===== config.mk =====
export PLATFORM = sky130hd
export DESIGN_NAME = pipe_ctrl
export DESIGN_NICKNAME = d
export VERILOG_FILES = /design/src/rtl/pipe_ctrl.sv
export SDC_FILE = /design/constraint.sdc
export NUM_CORES = 1
export LEC_CHECK = 0
export BUFFER_PORTS_ARGS = -buffer_cell sky130_fd_sc_hd__clkbuf_2
export CAP_MARGIN = 40
export CORE_UTILIZATION = 55
export CTS_BUF_LIST = sky130_fd_sc_hd__clkbuf_4
export CTS_CLUSTER_DIAMETER = 150
export DETAILED_ROUTE_END_ITERATION = 6
export HOLD_SLACK_MARGIN = 0.03
export PLACE_DENSITY = 0.85
export SYNTH_ARGS = -nofsm -noshare
export SYNTH_HDL_FRONTEND = slang
export SYNTH_SLANG_ARGS = --single-unit
export TNS_END_PERCENT = 100

===== constraint.sdc =====
create_clock -name i_clk -period 3.4 [get_ports i_clk]
set_input_delay 0.68 -clock i_clk [delete_from_list [all_inputs] [get_ports i_clk]]
set_output_delay 0.68 -clock i_clk [all_outputs]
set_load 0.01 [all_outputs]

===== src/rtl/pipe_ctrl.sv =====
`default_nettype none
//==============================================================================
// Module      : pipe_ctrl
// Description : Pipeline hazard controller for a 5-stage in-order core.
//               Optional perf counters are enabled by PIPE_CTRL_PERF_EN.
// Revision    : 1.0 - initial release
//==============================================================================
module pipe_ctrl #(
  parameter int REG_AW      = 5,
  parameter int REDIR_EXTRA = 1,
  parameter int MEM_TIMEOUT = 255
) (
  input  logic              i_clk,
  input  logic              i_rst_n,
  input  logic [REG_AW-1:0] i_id_rs1,
  input  logic [REG_AW-1:0] i_id_rs2,
  input  logic              i_id_rs1_use,
  input  logic              i_id_rs2_use,
  input  logic [REG_AW-1:0] i_ex_rd,
  input  logic              i_ex_load,
  input  logic              i_ex_redirect,
  input  logic              i_dmem_req,
  input  logic              i_dmem_ack,
  output logic              o_pc_en,
  output logic              o_id_stall,
  output logic              o_id_flush,
  output logic              o_ex_stall,
  output logic              o_ex_flush,
  output logic              o_mem_stall,
  output logic              o_wb_flush,
  output logic [1:0]        o_state,
  output logic              o_mem_timeout
`ifdef PIPE_CTRL_PERF_EN
  ,
  output logic [31:0]       o_stall_cycles,
  output logic [31:0]       o_flush_cycles
`endif
);

  localparam logic [1:0] c_st_run      = 2'b00;
  localparam logic [1:0] c_st_mem_wait = 2'b01;
  localparam logic [1:0] c_st_redir    = 2'b10;

  localparam int             c_wcw        = (MEM_TIMEOUT < 1) ? 1 : $clog2(MEM_TIMEOUT + 1);
  localparam logic [c_wcw-1:0] c_wait_max = c_wcw'(MEM_TIMEOUT);
  localparam logic [1:0]     c_redir_init = 2'(REDIR_EXTRA);

  logic [1:0]       r_state, w_state_nxt;
  logic [1:0]       r_ret_state, w_ret_nxt;
  logic [1:0]       r_redir_cnt, w_cnt_nxt;
  logic [c_wcw-1:0] r_wait_cnt, w_wait_nxt, w_wait_inc;
  logic             r_mem_timeout, w_timeout_nxt;

  logic w_mem_hold;
  logic w_rs1_hit;
  logic w_rs2_hit;
  logic w_load_use;
  logic w_active;

  assign w_mem_hold = i_dmem_req & ~i_dmem_ack;
  assign w_rs1_hit  = i_id_rs1_use & (i_id_rs1 == i_ex_rd);
  assign w_rs2_hit  = i_id_rs2_use & (i_id_rs2 == i_ex_rd);
  assign w_load_use = i_ex_load & (i_ex_rd != '0) & (w_rs1_hit | w_rs2_hit);
  assign w_active   = (r_state == c_st_run) | (r_state == c_st_redir);
  assign w_wait_inc = (r_wait_cnt == c_wait_max) ? r_wait_cnt : r_wait_cnt + c_wcw'(1);

  // State register
  always_ff @(posedge i_clk or negedge i_rst_n) begin
    if (!i_rst_n) begin
      r_state       <= c_st_run;
      r_ret_state   <= c_st_run;
      r_redir_cnt   <= '0;
      r_wait_cnt    <= '0;
      r_mem_timeout <= 1'b0;
    end else begin
      r_state       <= w_state_nxt;
      r_ret_state   <= w_ret_nxt;
      r_redir_cnt   <= w_cnt_nxt;
      r_wait_cnt    <= w_wait_nxt;
      r_mem_timeout <= w_timeout_nxt;
    end
  end

  // Next-state logic; the REDIR count is untouched while parked in MEM_WAIT
  always_comb begin
    w_state_nxt   = r_state;
    w_ret_nxt     = r_ret_state;
    w_cnt_nxt     = r_redir_cnt;
    w_wait_nxt    = r_wait_cnt;
    w_timeout_nxt = r_mem_timeout;
    case (r_state)
      c_st_run, c_st_redir: begin
        if (w_mem_hold) begin
          w_state_nxt = c_st_mem_wait;
          w_ret_nxt   = r_state;
          w_wait_nxt  = '0;
        end else if (i_ex_redirect) begin
          w_state_nxt = (REDIR_EXTRA == 0) ? c_st_run : c_st_redir;
          w_cnt_nxt   = c_redir_init;
        end else if (w_load_use) begin
          w_state_nxt = r_state;
        end else if (r_state == c_st_redir) begin
          w_cnt_nxt = (r_redir_cnt == 2'd0) ? 2'd0 : r_redir_cnt - 2'd1;
          if (r_redir_cnt <= 2'd1) begin
            w_state_nxt = c_st_run;
          end
        end
      end
      c_st_mem_wait: begin
        if (w_mem_hold) begin
          w_wait_nxt = w_wait_inc;
          if (w_wait_inc == c_wait_max) begin
            w_timeout_nxt = 1'b1;
          end
        end else begin
          w_state_nxt = r_ret_state;
        end
      end
      default: w_state_nxt = c_st_run;
    endcase
  end

  // Output logic
  always_comb begin
    o_pc_en     = 1'b1;
    o_id_stall  = 1'b0;
    o_id_flush  = 1'b0;
    o_ex_stall  = 1'b0;
    o_ex_flush  = 1'b0;
    o_mem_stall = 1'b0;
    o_wb_flush  = 1'b0;
    if (w_mem_hold) begin
      o_pc_en     = 1'b0;
      o_id_stall  = 1'b1;
      o_ex_stall  = 1'b1;
      o_mem_stall = 1'b1;
      o_wb_flush  = 1'b1;
    end else if (w_active) begin
      if (i_ex_redirect) begin
        o_id_flush = 1'b1;
        o_ex_flush = 1'b1;
      end else if (w_load_use) begin
        o_pc_en    = 1'b0;
        o_id_stall = 1'b1;
        o_ex_flush = 1'b1;
      end else if (r_state == c_st_redir) begin
        o_id_flush = 1'b1;
      end
    end
  end

  assign o_state       = r_state;
  assign o_mem_timeout = r_mem_timeout;

`ifdef PIPE_CTRL_PERF_EN
  logic [31:0] r_stall_cycles;
  logic [31:0] r_flush_cycles;
  logic        w_any_flush;

  assign w_any_flush = o_id_flush | o_ex_flush | o_wb_flush;

  always_ff @(posedge i_clk or negedge i_rst_n) begin
    if (!i_rst_n) begin
      r_stall_cycles <= '0;
      r_flush_cycles <= '0;
    end else begin
      if (!o_pc_en && (r_stall_cycles != '1)) begin
        r_stall_cycles <= r_stall_cycles + 32'd1;
      end
      if (w_any_flush && (r_flush_cycles != '1)) begin
        r_flush_cycles <= r_flush_cycles + 32'd1;
      end
    end
  end

  assign o_stall_cycles = r_stall_cycles;
  assign o_flush_cycles = r_flush_cycles;
`endif

endmodule
`default_nettype wire


==> flow_metrics.tcl, run 1 <==
set metrics [dict create \
    synth_nets 138 \
    ys_ff_latch 15 \
    peakVddDrop_uv 315 \
    clock_sinks 15 \
    ys_types 39 \
    path_cells "clkbuf_2, or4_1, o21a_1, and2_4, o21ai_1, clkbuf_2" \
    cp.depth 6 \
    antenna_found_initial 0 \
    initial_core_util_pct 61.8 \
    gp_congestion 0.870 \
    mostFrequentLayoutCells "32 x clkbuf_2, 15 x a21oi_1, 15 x dfrtp_1" \
    critical_path.startpoint_type "input pin" \
    crit_buf_inv 2 \
    clkLatencyLatePin_ps 290 \
    n_antenna_cell 0 \
    syn_inst 114 \
    drc 0 \
    worstPathArrival_ps 1990 \
    crit_path_max_fanout 6 \
    grt_max_degree 16 \
    synthTopCellsByArea "dfrtp_1 38%, xnor2_1 8.9%, a21oi_1 7.6%" \
    min_period_over_period_pct 78.5 \
    synth_area_leader_cell "dfrtp_1" \
    core_um2 1590 \
    port_buffers 32 \
    drt_wl_total_um 2220 \
    tritoncts "built" \
    min_path_type "input pin to async pin" \
    cap_violations 0 \
    vias 974 \
    nFillCells 136 \
    multi_input_area_um2 563 \
    endpoint "o_id_flush" \
    dp_worst_setup_slack_ps 751 \
    worst_pin_slew_ps 629 \
    layout_commonest_cell "clkbuf_2" \
    num_io_pins 33 \
    r2r_end "r_wait_cnt[3]$_DFFE_PN0P_" \
    crit_top_cell "clkbuf_2" \
    fp.dieW_um 44.3 \
    timing.fmax_mhz 375 \
    final_hold_viol_count 0 \
    cts_buffers 3 \
    layout-drive-gt1-share_pct 27.4 \
    viasPerCell 5.73 \
    wire_per_inst_um 13.1 \
    grt_pass1_vias 856 \
    synth.top_cell.area_share_pct 38.1 \
    clockBufferDepth 2 \
    endpoint_kind "output pin" \
    h-tree-depth 1 \
    cellPowerDensity_nw_per_um2 346 \
    dp_hpwl_um 1730 \
    startpoint "i_ex_rd[0]" \
    ys_warn_count 0 \
    seq_area_frac_synth_pct 38.1 \
    synth_area_um2 985 \
    maxSlewViolCount 0 \
    setup_slack_ps 732 \
    slowest_stage "or4_1" \
    cts_root_buf "clkbuf_4" \
    rows 14 \
    fin_crit_ps 2670 \
    reg2reg_from "r_wait_cnt[0]$_DFFE_PN0P_" \
    ant_nets 0 \
    post_cts_buffers 0 \
    drt_iter0_markers 25 \
    regArea_um2 375 \
    postCtsHoldBufs 0 \
    r2r_cells 6 \
    area_delta_synth_final_pct 19.3 \
    grt_usage_pct 24.8 \
    fin_worst_skew_ps 1.77 \
    worst-r2r-setup-slack_ps 1570 \
    grt_pass1_wl_um 3490 \
    cp_top_family "simple AND/OR/NAND/NOR gates" \
    setup_viol 0 \
    cp.required_ps 2720 \
    worstSetupPathType "input pin to output pin" \
    die_area_um2 1960 \
    grt_overflow 0 \
    slew-limit-headroom_pct 58.1 \
    drt_pre_antenna_iters 4 \
    nNetsFinal 171 \
    cts_resized 0 \
    clkTransAtPathRegs_ps 90 \
    fin_setup_tns_ps 0 \
    status "finished clean" \
    syn_avg_cell_area_um2 8.64 \
    power.leakage_nw 0.570 \
    slowest_delay_ps 530 \
    die_height_um 44.3 \
    rsz0062_at_grt "no" \
]
[cell type report]
class                   instances  area share [%]
multi-input cells              91            47.9
clock inverters                 1           0.426
flip-flops and latches         15            31.9
well taps                      24            2.56
repair buffers                 33            14.3
clock buffers                   3            1.92
inverters                       3           0.958
[synth_stat cells]
| cell type | n |
|---|---|
| a22o_1 | 2 |
| nor3b_1 | 1 |
| nor3_1 | 3 |
| nand3_1 | 2 |
| mux2_2 | 1 |
| a22oi_1 | 1 |
| or4_1 | 1 |
| inv_1 | 3 |
| nor2_1 | 7 |
| o211ai_1 | 1 |
| clkbuf_1 | 1 |
| nor2b_1 | 3 |
| xor2_1 | 1 |
| a41oi_1 | 1 |
| o22ai_1 | 2 |
| buf_6 | 1 |
| and2_4 | 1 |
| o21ai_1 | 1 |
| o31ai_1 | 2 |
| buf_4 | 2 |
| o221ai_1 | 1 |
| a31oi_1 | 3 |
| o21a_1 | 2 |
| a31o_2 | 1 |
| a21o_1 | 2 |
| nand4_1 | 3 |
| nand2_1 | 13 |
| o211a_1 | 1 |
| ha_1 | 1 |
| buf_2 | 1 |
| nand3b_1 | 1 |
| dfrtp_1 | 15 |
| xnor2_1 | 10 |
| a21oi_1 | 15 |
| o21ai_0 | 4 |
| and2_1 | 1 |
| nand2b_1 | 1 |
| and3_1 | 1 |
| mux2i_1 | 1 |
[registers in the layout, indices dropped and copies added, names as in the netlist]
name / cells
o_mem_timeout: 1
o_state: 2
r_redir_cnt: 2
r_ret_state: 2
r_wait_cnt: 8
[where the power goes]
part | switching [W] | leakage, nW | internal [W]
clock network | 0.0000581 | 0.0177 | 0.0000438
logic | 0.0000478 | 0.352 | 0.0000458
registers | 0.0000195 | 0.201 | 0.000192
total | 0.000125 | 0.570 | 0.000281
[per-layer routing]
| layer | GRT usage (%) | routed length [um] | vias to the layer above |
|---|---|---|---|
| met3 | 6.12 | 103 | 4 |
| met4 | 5.45 | 18 | 0 |
| met2 | 47.1 | 1180 | 33 |
| met1 | 27.8 | 919 | 460 |
| met5 | 0 | 0 | - |
| li1 | - | - | 477 |
[logic make-up (layout without fill, tap and decap cells)]
| kind of cell | Yosys count | count (layout) | share of synthesized area [%] |
|---|---|---|---|
| adder cells (fa/ha/maj) | 1 | 1 | 1.27 |
| AO/OA/AOI/OAI | 39 | 39 | 24.9 |
| multiplexers | 2 | 2 | 2.16 |
| buffers and inverters | 8 | 40 | 4.70 |
| AND/OR/NAND/NOR | 38 | 38 | 19.1 |
| flip-flops | 15 | 15 | 38.1 |
| XOR/XNOR | 11 | 11 | 9.78 |
[worst min path at each step]
stage / from / to / slack [ps]
floorplan: i_rst_n / o_mem_timeout$_DFFE_PN0P_ / 380
global placement: o_mem_timeout$_DFFE_PN0P_ / o_mem_timeout$_DFFE_PN0P_ / 450
detailed placement: o_mem_timeout$_DFFE_PN0P_ / o_mem_timeout$_DFFE_PN0P_ / 480
CTS: i_rst_n / r_wait_cnt[2]$_DFFE_PN0P_ / 300
global route: i_rst_n / o_state[1]$_DFFE_PN0P_ / 300
finish: i_rst_n / r_wait_cnt[0]$_DFFE_PN0P_ / 290
[stage by stage]
stage	total power [W]	utilization [%]	hold WS [ps]	instances	cell area [um^2]
after floorplan	0.000269	-	384	114	985
after global placement	0.000301	72.0	447	166	1150
after detailed placement	0.000306	72.0	478	166	1150
after CTS	0.000410	73.7	296	170	1170
after global routing	0.000431	73.7	300	170	1170
final	0.000407	73.7	292	170	1170
[worst reg2reg max path: cells and delay by family (launching register included)]
family | cells | cell delay, ps
flops | 1 | 460
fa+ha+maj | 1 | 280
simple gates | 3 | 710
compound gates | 2 | 230
Power figures use the tool's default switching activity.
==> run 2, diff against run 1 <==
--- a/config.mk
+++ b/config.mk
@@ -5,14 +5,15 @@
 export SDC_FILE = /design/constraint.sdc
 export NUM_CORES = 1
 export LEC_CHECK = 0
+export ABC_AREA = 1
 export BUFFER_PORTS_ARGS = -buffer_cell sky130_fd_sc_hd__clkbuf_2
 export CAP_MARGIN = 40
-export CORE_UTILIZATION = 55
+export CORE_UTILIZATION = 54
 export CTS_BUF_LIST = sky130_fd_sc_hd__clkbuf_4
 export CTS_CLUSTER_DIAMETER = 150
 export DETAILED_ROUTE_END_ITERATION = 6
 export HOLD_SLACK_MARGIN = 0.03
-export PLACE_DENSITY = 0.85
+export PLACE_DENSITY = 0.81
 export SYNTH_ARGS = -nofsm -noshare
 export SYNTH_HDL_FRONTEND = slang
 export SYNTH_SLANG_ARGS = --single-unit
==> constraint.sdc (replaced) <==
create_clock -name i_clk -period 2.7 [get_ports i_clk]
set_input_delay 0.54 -clock i_clk [delete_from_list [all_inputs] [get_ports i_clk]]
set_output_delay 0.54 -clock i_clk [all_outputs]
set_load 0.01 [all_outputs]
==> run 2 against run 1 <==
- via count rose by 27%
- area after synthesis rose by 21%
- die area rose by 22%
- clock skew rose by 4.6 ps
- final cell count rose by 45%
- total power rose by 23%
- first-iteration DRC count rose by 20%
- sequential share of layout area fell by 5.2 points
==> flow_metrics.tcl, run 2 <==
set metrics [dict create \
    grt_pass1_vias 1188 \
    seq_area_frac_synth_pct 31.5 \
    slowest_stage "dfrtp_1" \
    power.leakage_nw 0.822 \
    viasPerCell 5.00 \
    gp_congestion 0.876 \
    grt_pass1_wl_um 4710 \
    syn_inst 186 \
    synth_area_leader_cell "dfrtp_1" \
    h-tree-depth 1 \
    clkLatencyLatePin_ps 280 \
    nFillCells 187 \
    drc 0 \
    port_buffers 32 \
    clockBufferDepth 2 \
    grt_overflow 0 \
    synthTopCellsByArea "dfrtp_1 32%, nand2_1 20%, inv_1 9.8%" \
    rsz0062_at_grt "no" \
    peakVddDrop_uv 336 \
    die_area_um2 2400 \
    worstSetupPathType "register to output pin" \
    ant_nets 0 \
    slowest_delay_ps 450 \
    synth_most_common_cell "nand2_1" \
    die_height_um 48.9 \
    fin_setup_tns_ps 0 \
    fin_worst_skew_ps 6.40 \
    drt_pre_antenna_iters 4 \
    synth.top_cell.area_share_pct 31.5 \
    antenna_found_initial 0 \
    drt_iter0_markers 30 \
    cts_resized 0 \
    mostFrequentLayoutCells "64 x nand2_1, 32 x clkbuf_2, 31 x inv_1" \
    post_cts_buffers 0 \
    cap_violations 0 \
    maxSlewViolCount 0 \
    endpoint_kind "output pin" \
    layout-drive-gt1-share_pct 25.9 \
    num_io_pins 33 \
    drt_wl_total_um 2630 \
    regArea_um2 375 \
    path_cells "inv_2, nand2_1, a21oi_1, nand3_2, inv_1, clkbuf_2" \
    min_path_type "input pin to async pin" \
    n_antenna_cell 0 \
    worstPathArrival_ps 1580 \
    ys_ff_latch 15 \
    rows 16 \
    p_clk_share_pct 27.4 \
    synth_edf_count 0 \
    wire_per_inst_um 10.6 \
    holdWs_ps 157 \
    worst_pin_slew_ps 386 \
    power_frac_comb_pct 22.8 \
    multi_input_area_um2 663 \
    status "finished clean" \
    yosys-top-cells-count "64 x nand2_1, 31 x inv_1, 15 x dfrtp_1" \
    clkTransAtPathRegs_ps 90 \
    grt_usage_pct 24.8 \
    tritoncts "built" \
    fp.dieW_um 48.9 \
    fin_crit_ps 2120 \
    crit_path_max_fanout 9 \
    area_delta_synth_final_pct 17.8 \
    critical_path.startpoint_type "register" \
    grt_max_degree 16 \
    initial_core_util_pct 58.8 \
    slew-limit-headroom_pct 74.3 \
    cts_root_buf "clkbuf_4" \
    vias 1234 \
    p_int_w 0.000348 \
    grt_use_met2_pct 46.1 \
    layout_commonest_cell "nand2_1" \
    cp.required_ps 2160 \
    dp_hpwl_um 2130 \
    nNetsFinal 245 \
    final_hold_viol_count 0 \
    top_usage_layer "met2" \
    timing.fmax_mhz 473 \
    ys.flop_type "dfrtp_1" \
    min_period_over_period_pct 78.3 \
    dp_worst_setup_slack_ps 663 \
    setup_slack_ps 585 \
    sw_frac_of_total_pct 30.3 \
    syn_avg_cell_area_um2 6.40 \
    ys_types 26 \
    postCtsHoldBufs 0 \
    cts_buffers 3 \
    netSwitchingPower_w 0.000151 \
    core_um2 2020 \
    grt_use_met3_pct 3.12 \
    power_frac_seq_pct 49.8 \
    synth_area_um2 1190 \
    synth_nets 210 \
    async_reset_ff_share_pct 100 \
    cellPowerDensity_nw_per_um2 356 \
    largest_reg_flops 8 \
    ys_warn_count 0 \
    grt_util_met1_pct 29.5 \
    clock_sinks 15 \
    setup_viol 0 \
    largest-register "r_wait_cnt" \
]
run 2: cell count changes after synthesis, sizes merged, moves of 3 or more:
cell   before  now
a21oi      15    6
a31oi       3    0
inv         3   35
nand2      13   67
nand3       2   18
nor2        7   18
nor2b       3    0
o21ai       5    8
xnor2      10    0
xor2        1    4
run 2: cell families (layout without fill, tap and decap cells):
| family | Yosys count | after routing | synth area share (%) |
|---|---|---|---|
| AND/OR/NAND/NOR | 111 | 111 | 43.8 |
| buffers and inverters | 38 | 72 | 12.7 |
| AO/OA/AOI/OAI | 17 | 17 | 7.89 |
| flip-flops | 15 | 15 | 31.5 |
| XOR/XNOR | 4 | 4 | 2.94 |
| adder cells (fa/ha/maj) | 1 | 1 | 1.05 |
run 2: worst max-delay path: cells and delay by family, from the launching register on:
family                 cells  cell delay, ps
buffers and inverters      3             370
flip-flops                 1             450
AND/OR/NAND/NOR            2             200
AO/OA/AOI/OAI              1             260
run 2: routing by layer:
metal	vias to the layer above	routed length (um)
met2	34	1320
li1	645	-
met5	-	0
met1	548	1160
met4	0	46
met3	7	97
run 2: per-stage QoR:
step | utilization (%) | total power, W | instances | cell area, um^2
6_report | 69.3 | 0.000499 | 247 | 1400
5_1_grt | 69.3 | 0.000527 | 247 | 1400
4_1_cts | 69.3 | 0.000501 | 247 | 1400
3_5_place_dp | 67.8 | 0.000366 | 243 | 1370
3_3_place_gp | 67.8 | 0.000361 | 243 | 1370
2_1_floorplan | - | 0.000320 | 186 | 1190
run 2: layout make-up:
type | instances | share of cell area (%)
inverters | 35 | 9.38
multi-input cells | 133 | 47.3
clock buffers | 4 | 2.14
repair buffers | 33 | 12.0
well taps | 27 | 2.41
flip-flops and latches | 15 | 26.8
run 2: path summary, 6_finish.rpt:
| check | endpoint | slack [ps] | cells after the start | from |
|---|---|---|---|---|
| worst max-delay path | o_id_flush | 580 | 6 | o_state[0]$_DFFE_PN0P_ |
| worst min-delay path | r_wait_cnt[4]$_DFFE_PN0P_ | 160 | 1 | i_rst_n |
| worst max register to register | o_mem_timeout$_DFFE_PN0P_ | 1220 | 9 | r_wait_cnt[1]$_DFFE_PN0P_ |
| worst min register to register | o_mem_timeout$_DFFE_PN0P_ | 480 | 2 | o_mem_timeout$_DFFE_PN0P_ |
| max in group asynchronous | r_redir_cnt[1]$_DFFE_PN0P_ | 2260 | 1 | i_rst_n |
| min in group i_clk | o_mem_timeout$_DFFE_PN0P_ | 480 | 2 | o_mem_timeout$_DFFE_PN0P_ |
run 2: power by group through the flow:
stage | clock (W) | combinational (W) | sequential, W
6_report | 0.000137 | 0.000114 | 0.000248
5_1_grt | 0.000148 | 0.000128 | 0.000250
4_1_cts | 0.000139 | 0.000114 | 0.000248
3_5_place_dp | 0 | 0.000113 | 0.000253
3_3_place_gp | 0 | 0.000109 | 0.000252
2_1_floorplan | 0 | 0.0000686 | 0.000251
